## src/rtl/irq_controller.sv

```systemverilog
// irq_controller: fixed-priority interrupt controller with a claim/complete
// register interface on the load/store bus.
//
// Ports:
//   clk, rst (async, active-low)      - clock and reset
//   irq_src[NUM_SRC]                  - raw interrupt lines (asynchronous)
//   cs, wr, mask, addr, data_wr       - bus request
//   data_rd, valid                    - registered one-cycle bus response
//   interrupt                         - registered request to the CSR unit
//
// Registers (word offsets from BASE_ADDR):
//   0x00 PENDING (RO), 0x04 ENABLE, 0x08 EDGE, 0x0C CLAIM (rd=claim, wr=complete)
module irq_controller #(
    parameter int          NUM_SRC   = 8,
    parameter logic [31:0] BASE_ADDR = 32'h0000_0400
) (
    input  logic               clk,
    input  logic               rst,
    input  logic [NUM_SRC-1:0] irq_src,
    input  logic               cs,
    input  logic               wr,
    input  logic [3:0]         mask,
    input  logic [31:0]        addr,
    input  logic [31:0]        data_wr,
    output logic [31:0]        data_rd,
    output logic               valid,
    output logic               interrupt
);

    typedef enum logic {
        S_IDLE,
        S_ACTIVE
    } state_t;

    state_t r_state;
    state_t w_state_nxt;

    logic [NUM_SRC-1:0] r_sync1;
    logic [NUM_SRC-1:0] r_sync2;
    logic [NUM_SRC-1:0] r_prev;
    logic [NUM_SRC-1:0] r_pending;
    logic [NUM_SRC-1:0] r_enable;
    logic [NUM_SRC-1:0] r_edge;
    logic [4:0]         r_in_service;
    logic [31:0]        r_data_rd;
    logic               r_valid;
    logic               r_irq;

    logic [31:0]        w_offset;
    logic               w_in_win;
    logic               w_rd;
    logic               w_wr;
    logic               w_sel_en;
    logic               w_sel_edge;
    logic               w_sel_claim;
    logic               w_claim_ok;
    logic [31:0]        w_bm;
    logic [31:0]        w_rdata;
    logic [NUM_SRC-1:0] w_rise;
    logic [NUM_SRC-1:0] w_svc;
    logic [NUM_SRC-1:0] w_elig;
    logic [NUM_SRC-1:0] w_win_oh;
    logic [NUM_SRC-1:0] w_clr;
    logic [NUM_SRC-1:0] w_pend_nxt;
    logic [4:0]         w_win_id;
    logic               w_any;
    logic               w_unused;

    // Address decode; the low two address bits are ignored.
    assign w_offset    = addr - BASE_ADDR;
    assign w_in_win    = (w_offset[31:4] == 28'd0);
    assign w_rd        = cs & ~wr;
    assign w_wr        = cs & wr;
    assign w_sel_en    = w_in_win && (w_offset[3:2] == 2'd1);
    assign w_sel_edge  = w_in_win && (w_offset[3:2] == 2'd2);
    assign w_sel_claim = w_in_win && (w_offset[3:2] == 2'd3);

    assign w_bm = {{8{mask[3]}}, {8{mask[2]}}, {8{mask[1]}}, {8{mask[0]}}};

    assign w_unused = &{1'b0, w_offset[1:0], data_wr, w_bm};

    assign w_rise = r_sync2 & ~r_prev;

    // The source currently in service is not eligible for arbitration.
    always_comb begin
        w_svc = '0;
        for (int i = 0; i < NUM_SRC; i++) begin
            w_svc[i] = (r_in_service == 5'(i + 1));
        end
    end

    assign w_elig = r_pending & r_enable & ~w_svc;
    assign w_any  = |w_elig;

    // Lowest index wins: scan downwards so the last hit is the lowest.
    always_comb begin
        w_win_id = '0;
        w_win_oh = '0;
        for (int i = NUM_SRC - 1; i >= 0; i--) begin
            if (w_elig[i]) begin
                w_win_id    = 5'(i + 1);
                w_win_oh    = '0;
                w_win_oh[i] = 1'b1;
            end
        end
    end

    // Next-state logic for the claim/complete sequence.
    always_comb begin
        w_state_nxt = r_state;
        w_claim_ok  = 1'b0;
        case (r_state)
            S_IDLE: begin
                if (w_rd && w_sel_claim && w_any) begin
                    w_state_nxt = S_ACTIVE;
                    w_claim_ok  = 1'b1;
                end
            end
            S_ACTIVE: begin
                if (w_wr && w_sel_claim &&
                    (data_wr[4:0] == r_in_service)) begin
                    w_state_nxt = S_IDLE;
                end
            end
            default: w_state_nxt = S_IDLE;
        endcase
    end

    // Claiming an edge source consumes its pending bit; a new rising edge
    // in the same cycle re-sets it (set wins over clear).
    assign w_clr = w_claim_ok ? (w_win_oh & r_edge) : '0;

    assign w_pend_nxt = (r_edge & ((r_pending & ~w_clr) | w_rise)) |
                        (~r_edge & r_sync2);

    // Read data mux.
    always_comb begin
        w_rdata = '0;
        if (w_rd && w_in_win) begin
            case (w_offset[3:2])
                2'd0: w_rdata = 32'(r_pending);
                2'd1: w_rdata = 32'(r_enable);
                2'd2: w_rdata = 32'(r_edge);
                2'd3: w_rdata = w_claim_ok ? 32'(w_win_id) : 32'd0;
                default: w_rdata = '0;
            endcase
        end
    end

    always_ff @(posedge clk or negedge rst) begin
        if (!rst) begin
            r_state <= S_IDLE;
        end else begin
            r_state <= w_state_nxt;
        end
    end

    always_ff @(posedge clk or negedge rst) begin
        if (!rst) begin
            r_sync1      <= '0;
            r_sync2      <= '0;
            r_prev       <= '0;
            r_pending    <= '0;
            r_enable     <= '0;
            r_edge       <= '0;
            r_in_service <= '0;
            r_data_rd    <= '0;
            r_valid      <= 1'b0;
            r_irq        <= 1'b0;
        end else begin
            r_sync1   <= irq_src;
            r_sync2   <= r_sync1;
            r_prev    <= r_sync2;
            r_pending <= w_pend_nxt;
            if (w_wr && w_sel_en) begin
                r_enable <= (r_enable & ~w_bm[NUM_SRC-1:0]) |
                            (data_wr[NUM_SRC-1:0] & w_bm[NUM_SRC-1:0]);
            end
            if (w_wr && w_sel_edge) begin
                r_edge <= (r_edge & ~w_bm[NUM_SRC-1:0]) |
                          (data_wr[NUM_SRC-1:0] & w_bm[NUM_SRC-1:0]);
            end
            if (w_claim_ok) begin
                r_in_service <= w_win_id;
            end else if (r_state == S_ACTIVE && w_state_nxt == S_IDLE) begin
                r_in_service <= '0;
            end
            r_data_rd <= w_rdata;
            r_valid   <= cs;
            r_irq     <= (r_state == S_IDLE) && w_any;
        end
    end

    assign data_rd   = r_data_rd;
    assign valid     = r_valid;
    assign interrupt = r_irq;

endmodule

```

## config.mk

```make
export PLATFORM = sky130hd
export DESIGN_NAME = irq_controller
export DESIGN_NICKNAME = d
export VERILOG_FILES = /design/src/rtl/irq_controller.sv
export SDC_FILE = /design/constraint.sdc
export NUM_CORES = 1
export LEC_CHECK = 0
export BUFFER_PORTS_ARGS = -buffer_cell sky130_fd_sc_hd__buf_2
export CAP_MARGIN = 10
export CORE_MARGIN = 10
export CORE_UTILIZATION = 53
export DETAILED_ROUTE_END_ITERATION = 10
export PLACE_DENSITY = 0.95
export RECOVER_POWER = 50
export SLEW_MARGIN = 20
export SYNTH_ARGS = -nofsm -noshare
export SYNTH_HDL_FRONTEND = slang
export SYNTH_SLANG_ARGS = --single-unit
export TNS_END_PERCENT = 20
```

## constraint.sdc

```tcl
create_clock -name clk -period 6.7 [get_ports clk]
set_input_delay 0.335 -clock clk [delete_from_list [all_inputs] [get_ports clk]]
set_output_delay 0.335 -clock clk [all_outputs]
set_load 0.02 [all_outputs]
```

**Word level (Yosys, flattened, before mapping)**

Index checks and enable logic that the tools add are counted.

- Memories: 0
- Output and inout bits: 34
- Logic and storage cells: 90
- Memory bits (writable): 0
- ROM bits: 0
- Bits in latches: 0
- Bits of input ports: 80
- Register bits: 88

- Shifts and indexed selects: 0
- Add/sub/neg operators: 1
- Divide/modulo/power cells: 0
- $mul: 0
- Magnitude comparators: 0
- Reduce and logical (&&, ||, !) cells: 16
- Equal/unequal tests: 12
- Bitwise operators: 24
- Multiplexer cells: 26

Operators by type and width:

| kind | count |
|---|---|
| 32-bit one-hot mux with 4 select lines | 1 |
| 8-bit AND | 10 |
| 8-bit two-way mux | 9 |
| 5-bit two-way mux | 10 |
| 8-bit NOT | 5 |
| 32-bit two-way mux | 1 |
| 8-bit OR | 4 |
| 32-bit by 11-bit subtractor with 32-bit output (second input constant) | 1 |
| 28-bit logical NOT | 1 |
| 5-bit by 3-bit == test with 1-bit output (second input constant) | 4 |
| 1-bit logical AND | 12 |
| 5-bit by 2-bit == test with 1-bit output (second input constant) | 2 |
| 8-bit OR reduction | 1 |
| 5-bit by 1-bit == test with 1-bit output (second input constant) | 1 |
| 5-bit by 4-bit == test with 1-bit output (second input constant) | 1 |
| 5-bit == test | 1 |
| 2-bit == test (second input constant) | 2 |
| 4-bit two-way mux | 1 |
| 1-bit two-way mux | 3 |
| 1-bit NOT | 3 |
| 1-bit AND | 2 |
| 2-bit by 1-bit == test with 1-bit output (second input constant) | 1 |
| 2-bit logical NOT | 1 |
| 1-bit one-hot mux with 2 select lines | 1 |
| 2-bit nonzero test | 1 |

**Longest topological paths before layout**

Gate-level depths: netlist of the first run.

- Depth after elaboration: 18
- Depth in mapped cells: 7
- Depth with buffers taken out: 5

**Worst setup path before layout of the first run**

Ideal clock, no wire load.

- Path type: register to register
- Start point: register r_in_service[0]
- End point: register r_pending[4]
- Stages on the path, launching flop included: 7
- Data required time: 6.578 ns
- Setup slack: 4.279 ns
- Buffers on the path: 1
- Arrival: 2.300 ns
- Clock period less this slack: 2.421 ns
- Library setup time: 0.122 ns
- Cells stage by stage: dfrtp_1 buf_6 or4b_4 a32o_2 or2_4 or4_1 a32o_1

- Longest elaborated chain between the ends: 17
- Elaborated cells between the ends (all ways): 28
- Classes of those cells: eq/ne (8); mux (10); bitwise (8); reduce/logical (2)

Ends and longest elaborated chain:

| item | line | source |
|---|---|---|
| start, declared | 44 | `logic [4:0] r_in_service;` |
| start signal, assigned | 184 | `r_in_service <= w_win_id;` |
| 5-bit by 3-bit == test with 1-bit output | 88 | `w_svc[i] = (r_in_service == 5'(i + 1));` |
| 8-bit NOT (*) | 92 | `assign w_elig = r_pending & r_enable & ~w_svc;` |
| 8-bit AND (*) | 92 |  |
| 8-bit two-way mux (7 in series) | 100 | `if (w_elig[i]) begin` |
| 8-bit AND | 131 | `assign w_clr = w_claim_ok ? (w_win_oh & r_edge) : '0;` |
| 8-bit two-way mux (*) | 131 |  |
| 8-bit NOT (*) | 133 | `assign w_pend_nxt = (r_edge & ((r_pending & ~w_clr) \| w_rise)) \|` |
| 8-bit AND (*) | 133 |  |
| 8-bit OR (*) | 133 |  |
| 8-bit AND (*) | 133 |  |
| 8-bit OR (*) | 133 |  |
| net w_pend_nxt[4] | 64 | `logic [NUM_SRC-1:0] w_pend_nxt;` |
| end signal, assigned | 174 | `r_pending <= w_pend_nxt;` |
| end, declared | 41 | `logic [NUM_SRC-1:0] r_pending;` |

Mark *: on every way through the listed nets, which the timed path passes. The rest lies on a longest branch.
A chain may end at the register's enable or synchronous reset.

==> impl_metrics.ini, run 1 <==
[synthesis]
syn_avg_cell_area_sq_um = 11.3
yosys_warnings = 0
syn_area_sq_um = 3000
synthArstFlopShare = 1.00
ys_ff_latch = 63
synth_most_common_cell = dfrtp_1
yosysUniqueCellTypes = 50
synth_top_area_cell = dfrtp_1
synth_edf_count = 0
synth_top_flop_cell = dfrtp_1
ys_top_cells_by_count = dfrtp_1 (63), buf_4 (25), nand2_1 (17)
synth_top_area_share = 0.526
ys_seq_area_frac = 0.526
netlist_instances = 264
synthTopCellsByArea = dfrtp_1 (53%), buf_4 (6.3%), mux2_2 (6.0%), a32o_1 (2.7%), nand2_1 (2.1%)

[drt]
routed_wl_mm = 6.96
vias = 2269
ant_nets = 0
top_layer = met4
drt_iter0_drc = 258
first_pass_iters = 5
wl_met2_mm = 3.58
met1_length_mm = 2.64
vias_per_cell = 5.64
remaining_drc_errors = 0
wire_per_inst_microns = 17.3
wl_met3_microns = 519

[cts]
clk_path_buf_depth = 2
h-tree-depth = 3
hold_buffers = 0
cts_root_buf = clkbuf_8
path_clk_slew_ps = 70
cts_buffers = 9
cts_tree = done
cts_resized = 0
clock_latency_ps = 350
cts_setup_buffers = 0
clkSinkCount = 63

[power_and_ir_drop]
p_leak_nw = 1.59
p_comb_frac = 0.073
p_total_w = 0.000728
ir_drop_mv = 0.124
p_clk_frac = 0.383
p_sw_w = 0.000185
swShare = 0.255
internal_power_w = 0.000543
pwr_density_cell_nw_per_um2 = 214
p_seq_frac = 0.543

[layout]
n_antenna_cell = 0
area_delta_synth_final_pct = 13.8
layout-drive-gt1-share = 0.294
fin_util = 0.619
post_layout_nonfiller_instances = 402
design_area_sq_um = 3410
fin_nets = 405

[run]
cap_violations = 1

[global_routing]
overflow = 0
grt_pass1_wl_mm = 10.8
antenna_found_initial = 0
grt.total_usage = 0.154
grt_max_degree = 64
grt_pass1_vias = 2188

[worst_setup_path]
worstSetupStartpointType = primary input
worstSetupPathType = in -> async
cp.required_ps = 6450
crit_slowest_cell = clkbuf_1
cp_top_family = buffers and inverters
cp_cell_sequence = buf_2 -> clkbuf_1
crit_path_end_kind = async pin
slowest_delay_ps = 2210
cp_num_buf_inv = 2
cp.arrival_ps = 2650
cp_max_fo = 63

[floorplanning]
coreArea_sq_um = 5510
start_util = 0.544
die_h_microns = 95.2
die_area_sq_um = 9060
chipWidth_microns = 95.2
top_level_ports = 114
std_cell_rows = 27

[timing]
fin_crit_sh = 0.432
drv_slew = 64
max_slew_margin = -1.09
max_freq_mhz = 345
tightest_slew_ps = 3140
hold_viol = 0
clock_skew_ps = 9.97
setup_violations = 0
period_needed_ps = 2900
rsz0062_at_grt = false
tns_ps = 0

[run_status]
status = complete, but fails checks
violations = capacitance limit, slew limit

[place]
dp_hpwl_mm = 5.09
dp_cells = 386
port_buffers = 60
place_congestion = 0.969
placedInstanceArea_sq_um = 3250

[worst_hold_path]
hold_class = in -> reg
[worst paths after layout]
path                                      start         endpoint  slack [ps]  depth (start not counted)
worst max-delay path                        rst        async pin        3800                          2
worst min-delay path                 irq_src[7]       r_sync1[7]          90                          1
worst max register to register  r_in_service[2]  r_in_service[3]        3830                          5
worst min register to register       r_sync1[3]       r_sync2[3]         340                          0
max in group clk                r_in_service[2]  r_in_service[3]        3830                          5
min in group asynchronous                   rst       r_sync2[5]        1130                          2
[area by class of cell]
type / instances / area, sq um
clock buffers: 11 / 131
clock inverters: 5 / 35.0
inverters: 6 / 22.5
multi-input cells: 184 / 1250
well taps: 72 / 90.1
flip-flops and latches: 63 / 1580
repair buffers: 61 / 303
fillers: 428 / 2100
[per-layer routing]
layer | GRT usage | up-vias
met5 | 0 | -
met4 | 0.0835 | 0
met3 | 0.0416 | 25
met2 | 0.260 | 123
met1 | 0.173 | 1070
li1 | - | 1051
[per-stage QoR]
stage | hold WS, ps | setup slack, ps
after global routing | 80.4 | 3100
after detailed placement | 336 | 3900
after global placement | 331 | 3980
final | 88.5 | 3800
after CTS | 79.5 | 3900
after floorplan | 39.4 | 4280
[placed cells by master (no fill, tap or decap), types with 2 or more instances in the layout]
cell type / instances
dfrtp_1: 63
buf_2: 59
conb_1: 24
nand2_1: 17
mux2_2: 16
nor2_1: 15
clkbuf_8: 9
a32o_1: 8
nor4_1: 7
or4_1: 7
inv_1: 6
mux2i_1: 6
or3_1: 5
a21oi_1: 5
o21ai_0: 5
nand2b_1: 4
nor3_1: 4
and2_1: 4
o22ai_1: 4
nand3_1: 4
xnor2_1: 4
clkbuf_1: 4
nor3b_1: 3
nor4bb_1: 3
o2bb2ai_1: 3
nand4b_1: 3
nor2b_1: 3
nor4b_1: 2
and4_1: 2
or4b_2: 2
or4b_1: 2
a221oi_1: 2
o31ai_1: 2
a211oi_1: 2
nand4_1: 2
clkinv_4: 2
clkinv_2: 2
[cells by family after synthesis]
kind of cell              count (synthesis)  share of synthesized area
other                                     1                    0.00125
and+or+nand+nor                          96                      0.196
xor gates and xnor gates                  4                     0.0117
muxes                                    22                     0.0802
AOI/OAI and AO/OA                        38                     0.0973
buffers and inverters                    40                     0.0873
DFF                                      63                      0.526
[power by group through the flow]
| stage | registers [W] | clock network [W] | logic, W |
|---|---|---|---|
| final | 0.000395 | 0.000279 | 0.0000534 |
| after floorplan | 0.000401 | 0 | 0.0000359 |
| after detailed placement | 0.000403 | 0 | 0.0000535 |
| after global placement | 0.000402 | 0 | 0.0000517 |
| after CTS | 0.000395 | 0.000286 | 0.0000535 |
| after global routing | 0.000396 | 0.000306 | 0.0000587 |
Power figures use the tool's default switching activity.
==> run 2: changes to the inputs <==
--- a/config.mk
+++ b/config.mk
@@ -8,9 +8,9 @@
 export BUFFER_PORTS_ARGS = -buffer_cell sky130_fd_sc_hd__buf_2
 export CAP_MARGIN = 10
 export CORE_MARGIN = 10
-export CORE_UTILIZATION = 53
+export CORE_UTILIZATION = 44
 export DETAILED_ROUTE_END_ITERATION = 10
-export PLACE_DENSITY = 0.95
+export PLACE_DENSITY = 0.86
 export RECOVER_POWER = 50
 export SLEW_MARGIN = 20
 export SYNTH_ARGS = -nofsm -noshare
==> constraint.sdc (replaced) <==
create_clock -name clk -period 2.44 [get_ports clk]
set_input_delay 0.122 -clock clk [delete_from_list [all_inputs] [get_ports clk]]
set_output_delay 0.122 -clock clk [all_outputs]
set_load 0.02 [all_outputs]
==> run 2 against run 1 <==
Effect of this change:
- the flow now finishes without violations
- routed wire length rose by 14%
- first-iteration DRC count fell by 30%
- sequential share of layout area fell by 4.5 points
- sequential power rose to 2.8 times the previous value
- register-to-register slack got worse by 3800 ps
- total power rose to 2.8 times the previous value
==> impl_metrics.ini, run 2 (synthesized netlist as in run 1, its figures left out) <==
[timing]
drv_slew = 0
tns_ps = 0
whs_ps = 25.8
period_needed_ps = 2420
rsz0062_at_grt = true
max_slew_margin = 0.234
max_freq_mhz = 413
layout_setup_ws_ps = 20.6
setup_violations = 0
fin_crit_sh = 0.992
hold_viol = 0
tightest_slew_ps = 1150
clock_skew_ps = 9.30

[global_routing]
met2_usage = 0.262
antenna_found_initial = 0
grt_pass1_wl_mm = 12.3
use_met1 = 0.179
overflow = 0
grt_pass1_vias = 2434
grtUsageMet3 = 0.0456
grt.total_usage = 0.154
grt_max_degree = 29
busiest_layer = met2

[layout]
layout_common_cells = dfrtp_1 (59), buf_2 (51), buf_4 (27), conb_1 (24), nand2_1 (17)
layout-drive-gt1-share = 0.351
design_area_sq_um = 3790
fin_util = 0.564
regArea_sq_um = 1580
multiInputGateArea_sq_um = 1300
fin_nets = 443
fillCellCount = 581
area_delta_synth_final_pct = 26.5
layout_commonest_cell = dfrtp_1
n_antenna_cell = 0

[cts]
clkSinkCount = 63
h-tree-depth = 3
path_clk_slew_ps = 70
cts_buffers = 9
cts_tree = done
clock_latency_ps = 350
clk_path_buf_depth = 2
cts_root_buf = clkbuf_8

[worst_setup_path]
worstSetupStartpointType = flip-flop
cp_cell_sequence = or4b_4 -> a32o_2 -> or2_4 -> or4_4 -> a32o_1
cp_top_family = simple AND/OR/NAND/NOR gates
cp_max_fo = 7
reg2reg_slack_ps = 20
slowest_delay_ps = 550
cp.arrival_ps = 2650
cp_num_buf_inv = 0
crit_slowest_cell = or4b_4
worstSetupPathType = reg -> reg
cp.required_ps = 2670
crit_path_end_kind = flip-flop

[worst_hold_path]
hold_class = in -> reg

[power_and_ir_drop]
pwr_density_cell_nw_per_um2 = 534
ir_drop_mv = 0.348
p_leak_nw = 1.76

[drt]
vias_per_cell = 5.41
ant_nets = 0
vias = 2425
drt_iter0_drc = 180
wire_per_inst_microns = 17.7
remaining_drc_errors = 0
routed_wl_mm = 7.95
first_pass_iters = 5

[place]
place_ws_ps = -42.2
port_buffers = 60
placedInstanceArea_sq_um = 3430
place_congestion = 0.914
dp_hpwl_mm = 5.88

[floorplanning]
std_cell_rows = 30
start_util = 0.446
top_level_ports = 114
die_area_sq_um = 10500
chipWidth_microns = 103
die_h_microns = 103
coreArea_sq_um = 6720

[run]
cap_violations = 0

[run_status]
status = finished clean
==> run 2: worst paths after layout <==
path / cells after the start / end / startpoint
setup / recovery: 5 / r_pending[3] / r_in_service[2]
hold / removal: 2 / flip-flop / data_wr[5]
setup reg to reg: 5 / r_pending[3] / r_in_service[2]
hold reg to reg: 0 / r_sync2[3] / r_sync1[3]
max in group asynchronous: 3 / r_in_service[1] / rst
min in group asynchronous: 2 / r_sync2[6] / rst
==> run 2: metal layers <==
metal	up-vias	wire length [microns]
li1	1124	-
met1	1171	3180
met2	112	4120
met3	18	494
met4	0	150
met5	-	0
==> run 2: power by group <==
group | switching, W | leakage, nW | internal (W)
sequential | 0.0000138 | 0.786 | 0.00107
combinational | 0.000102 | 0.888 | 0.0000628
clock | 0.000403 | 0.0833 | 0.000368
==> run 2: worst register-to-register path, cell delays in order, from the launching register on <==
cell and delay [ps]:
dfrtp_2 450, or4b_4 550, a32o_2 280, or2_4 280
or4_4 480, a32o_1 260
==> run 2: area by class of cell <==
cell class | instances | area share
tap | 80 | 0.0264
clock inverter | 5 | 0.00925
timing repair buffer | 99 | 0.162
sequential | 63 | 0.417
multi-input combinational | 184 | 0.344
inverter | 6 | 0.00594
clock buffer | 11 | 0.0347
==> run 2: through the flow <==
step	total power, W	std cells
final	0.00202	448
after global routing	0.00211	448
after CTS	0.00205	444
after detailed placement	0.00126	418
after global placement	0.00125	418
after floorplan	0.00120	287
==> run 2: timing repair <==
action / CTS / global route
buffers inserted: 0 / 4
resized for setup: 3 / 13
hold endpoints to repair: 25 / 0
hold buffers: 10 / 0
pin swaps: 2 / 13
endpoints found under the setup margin: 5 / 14
==> run 3: changes to the inputs <==
--- a/config.mk
+++ b/config.mk
@@ -5,12 +5,13 @@
 export SDC_FILE = /design/constraint.sdc
 export NUM_CORES = 1
 export LEC_CHECK = 0
+export ABC_CLOCK_PERIOD_IN_PS = 3000
 export BUFFER_PORTS_ARGS = -buffer_cell sky130_fd_sc_hd__buf_2
 export CAP_MARGIN = 10
 export CORE_MARGIN = 10
-export CORE_UTILIZATION = 44
+export CORE_UTILIZATION = 53
 export DETAILED_ROUTE_END_ITERATION = 10
-export PLACE_DENSITY = 0.86
+export PLACE_DENSITY = 0.95
 export RECOVER_POWER = 50
 export SLEW_MARGIN = 20
 export SYNTH_ARGS = -nofsm -noshare
==> constraint.sdc (replaced) <==
create_clock -name clk -period 3 [get_ports clk]
set_input_delay 0.15 -clock clk [delete_from_list [all_inputs] [get_ports clk]]
set_output_delay 0.15 -clock clk [all_outputs]
set_load 0.02 [all_outputs]
==> run 3 against run 2 <==
Effect of this change:
- clock skew barely moved
- critical path depth did not move
- combinational power fell by 19%
- largest power group unchanged
- worst setup slack improved by 300 ps
- first-iteration DRC count rose by 54%
- total power fell by 8.3%
- global-route usage rose by 1.1 points
- routed wire length fell by 3.8%
- sequential share of layout area rose by 2.3 points
- cell count fell by 7.4%
- die area fell by 14%
- clock power rose by 8.4%
- the run now ends with capacitance limit, slew limit left
==> impl_metrics.ini, run 3 (synthesized netlist as in run 1, its figures left out) <==
[cts]
cts_setup_buffers = 0
clk_path_buf_depth = 2
hold_buffers = 10
cts_buffers = 9
cts_root_buf = clkbuf_8
h-tree-depth = 3
clkSinkCount = 63
cts_tree = done
path_clk_slew_ps = 80
clock_latency_ps = 350
cts_resized = 0

[global_routing]
grt_pass1_wl_mm = 11.4
overflow = 0
antenna_found_initial = 0
grt.total_usage = 0.165
grt_max_degree = 34
grt_pass1_vias = 2322

[worst_setup_path]
reg2reg_to = r_pending[6]
crit_path_end_kind = flip-flop
reg2reg_from = r_in_service[0]
cp.required_ps = 3230
cp_max_fo = 10
cp.arrival_ps = 2910
worstSetupStartpointType = flip-flop
r2r_cells = 5
setup.worst_path.end = r_pending[6]
worstSetupPathType = reg -> reg
reg2reg_slack_ps = 320
startpoint = r_in_service[0]

[floorplanning]
die_area_sq_um = 9060
coreArea_sq_um = 5510
std_cell_rows = 27
top_level_ports = 114
die_h_microns = 95.2
chipWidth_microns = 95.2
start_util = 0.544

[drt]
met1_length_mm = 2.83
remaining_drc_errors = 0
wl_met2_mm = 3.97
top_layer = met4
drt_iter0_drc = 277
routed_wl_mm = 7.65
first_pass_iters = 5
wl_met3_microns = 548
vias_per_cell = 5.73
wire_per_inst_microns = 18.4
vias = 2376
ant_nets = 0

[power_and_ir_drop]
pwr_density_cell_nw_per_um2 = 518
p_total_w = 0.00185
p_leak_nw = 1.63
ir_drop_mv = 0.414

[timing]
setup_violations = 0
fin_crit_sh = 0.892
hold_viol = 0
tns_ps = 0
drv_slew = 32
period_needed_ps = 2680
max_freq_mhz = 374
max_slew_margin = -0.107
rsz0062_at_grt = false
clock_skew_ps = 9.24
tightest_slew_ps = 1660

[run_status]
status = complete, but fails checks
violations = capacitance limit, slew limit

[layout]
area_delta_synth_final_pct = 19.5
fillCellCount = 434
layout_common_cells = dfrtp_1 (63), buf_2 (48), conb_1 (24), nand2_1 (17), mux2_2 (16)
fin_nets = 418
multiInputGateArea_sq_um = 1240
layout_commonest_cell = dfrtp_1
n_antenna_cell = 0
design_area_sq_um = 3580
fin_util = 0.650
layout-drive-gt1-share = 0.265
regArea_sq_um = 1580

[place]
dp_hpwl_mm = 5.58
placedInstanceArea_sq_um = 3260
port_buffers = 60
place_congestion = 0.948

[worst_hold_path]
hold_class = in -> reg

[run]
cap_violations = 1
## run 3: cell type report
type / count / area share
tap: 72 / 0.0252
sequential: 63 / 0.441
clock inverter: 6 / 0.0259
timing repair buffer: 74 / 0.116
inverter: 6 / 0.00629
multi-input combinational: 184 / 0.348
clock buffer: 10 / 0.0385
## run 3: how the worst min path moves through the flow
stage / cells after the start / end / slack, ps / from
4_1_cts: 2 / flip-flop / 50 / data_wr[7]
6_report: 2 / flip-flop / 60 / data_wr[7]
2_1_floorplan: 0 / async pin / -150 / rst
3_3_place_gp: 1 / r_sync2[5] / 220 / rst
3_5_place_dp: 1 / r_sync2[5] / 230 / rst
5_1_grt: 2 / flip-flop / 50 / data_wr[5]
## run 3: stage by stage
step | setup slack, ps | instances | hold slack [ps]
finish | 323 | 415 | 55.2
global route | 251 | 415 | 51.7
CTS | 420 | 415 | 54.2
detailed placement | 434 | 389 | 228
global placement | 469 | 389 | 219
floorplan | 579 | 287 | -146
## run 3: worst max-delay path: stages (launching register included)
cell and delay (ps):
dfrtp_1 510, nor4bb_1 700, nor2_1 170, or2_4 320, or4_1 580, a32o_1 280
## run 3: power by group
group / switching [W] / internal (W)
logic: 0.0000839 / 0.0000492
clock network: 0.000343 / 0.000494
registers: 0.0000110 / 0.000872
## run 3: layer usage
layer  vias up  GRT usage
met5         -          0
met4         0      0.110
met3        30     0.0401
met2       128      0.272
met1      1144      0.187
li1       1074          -
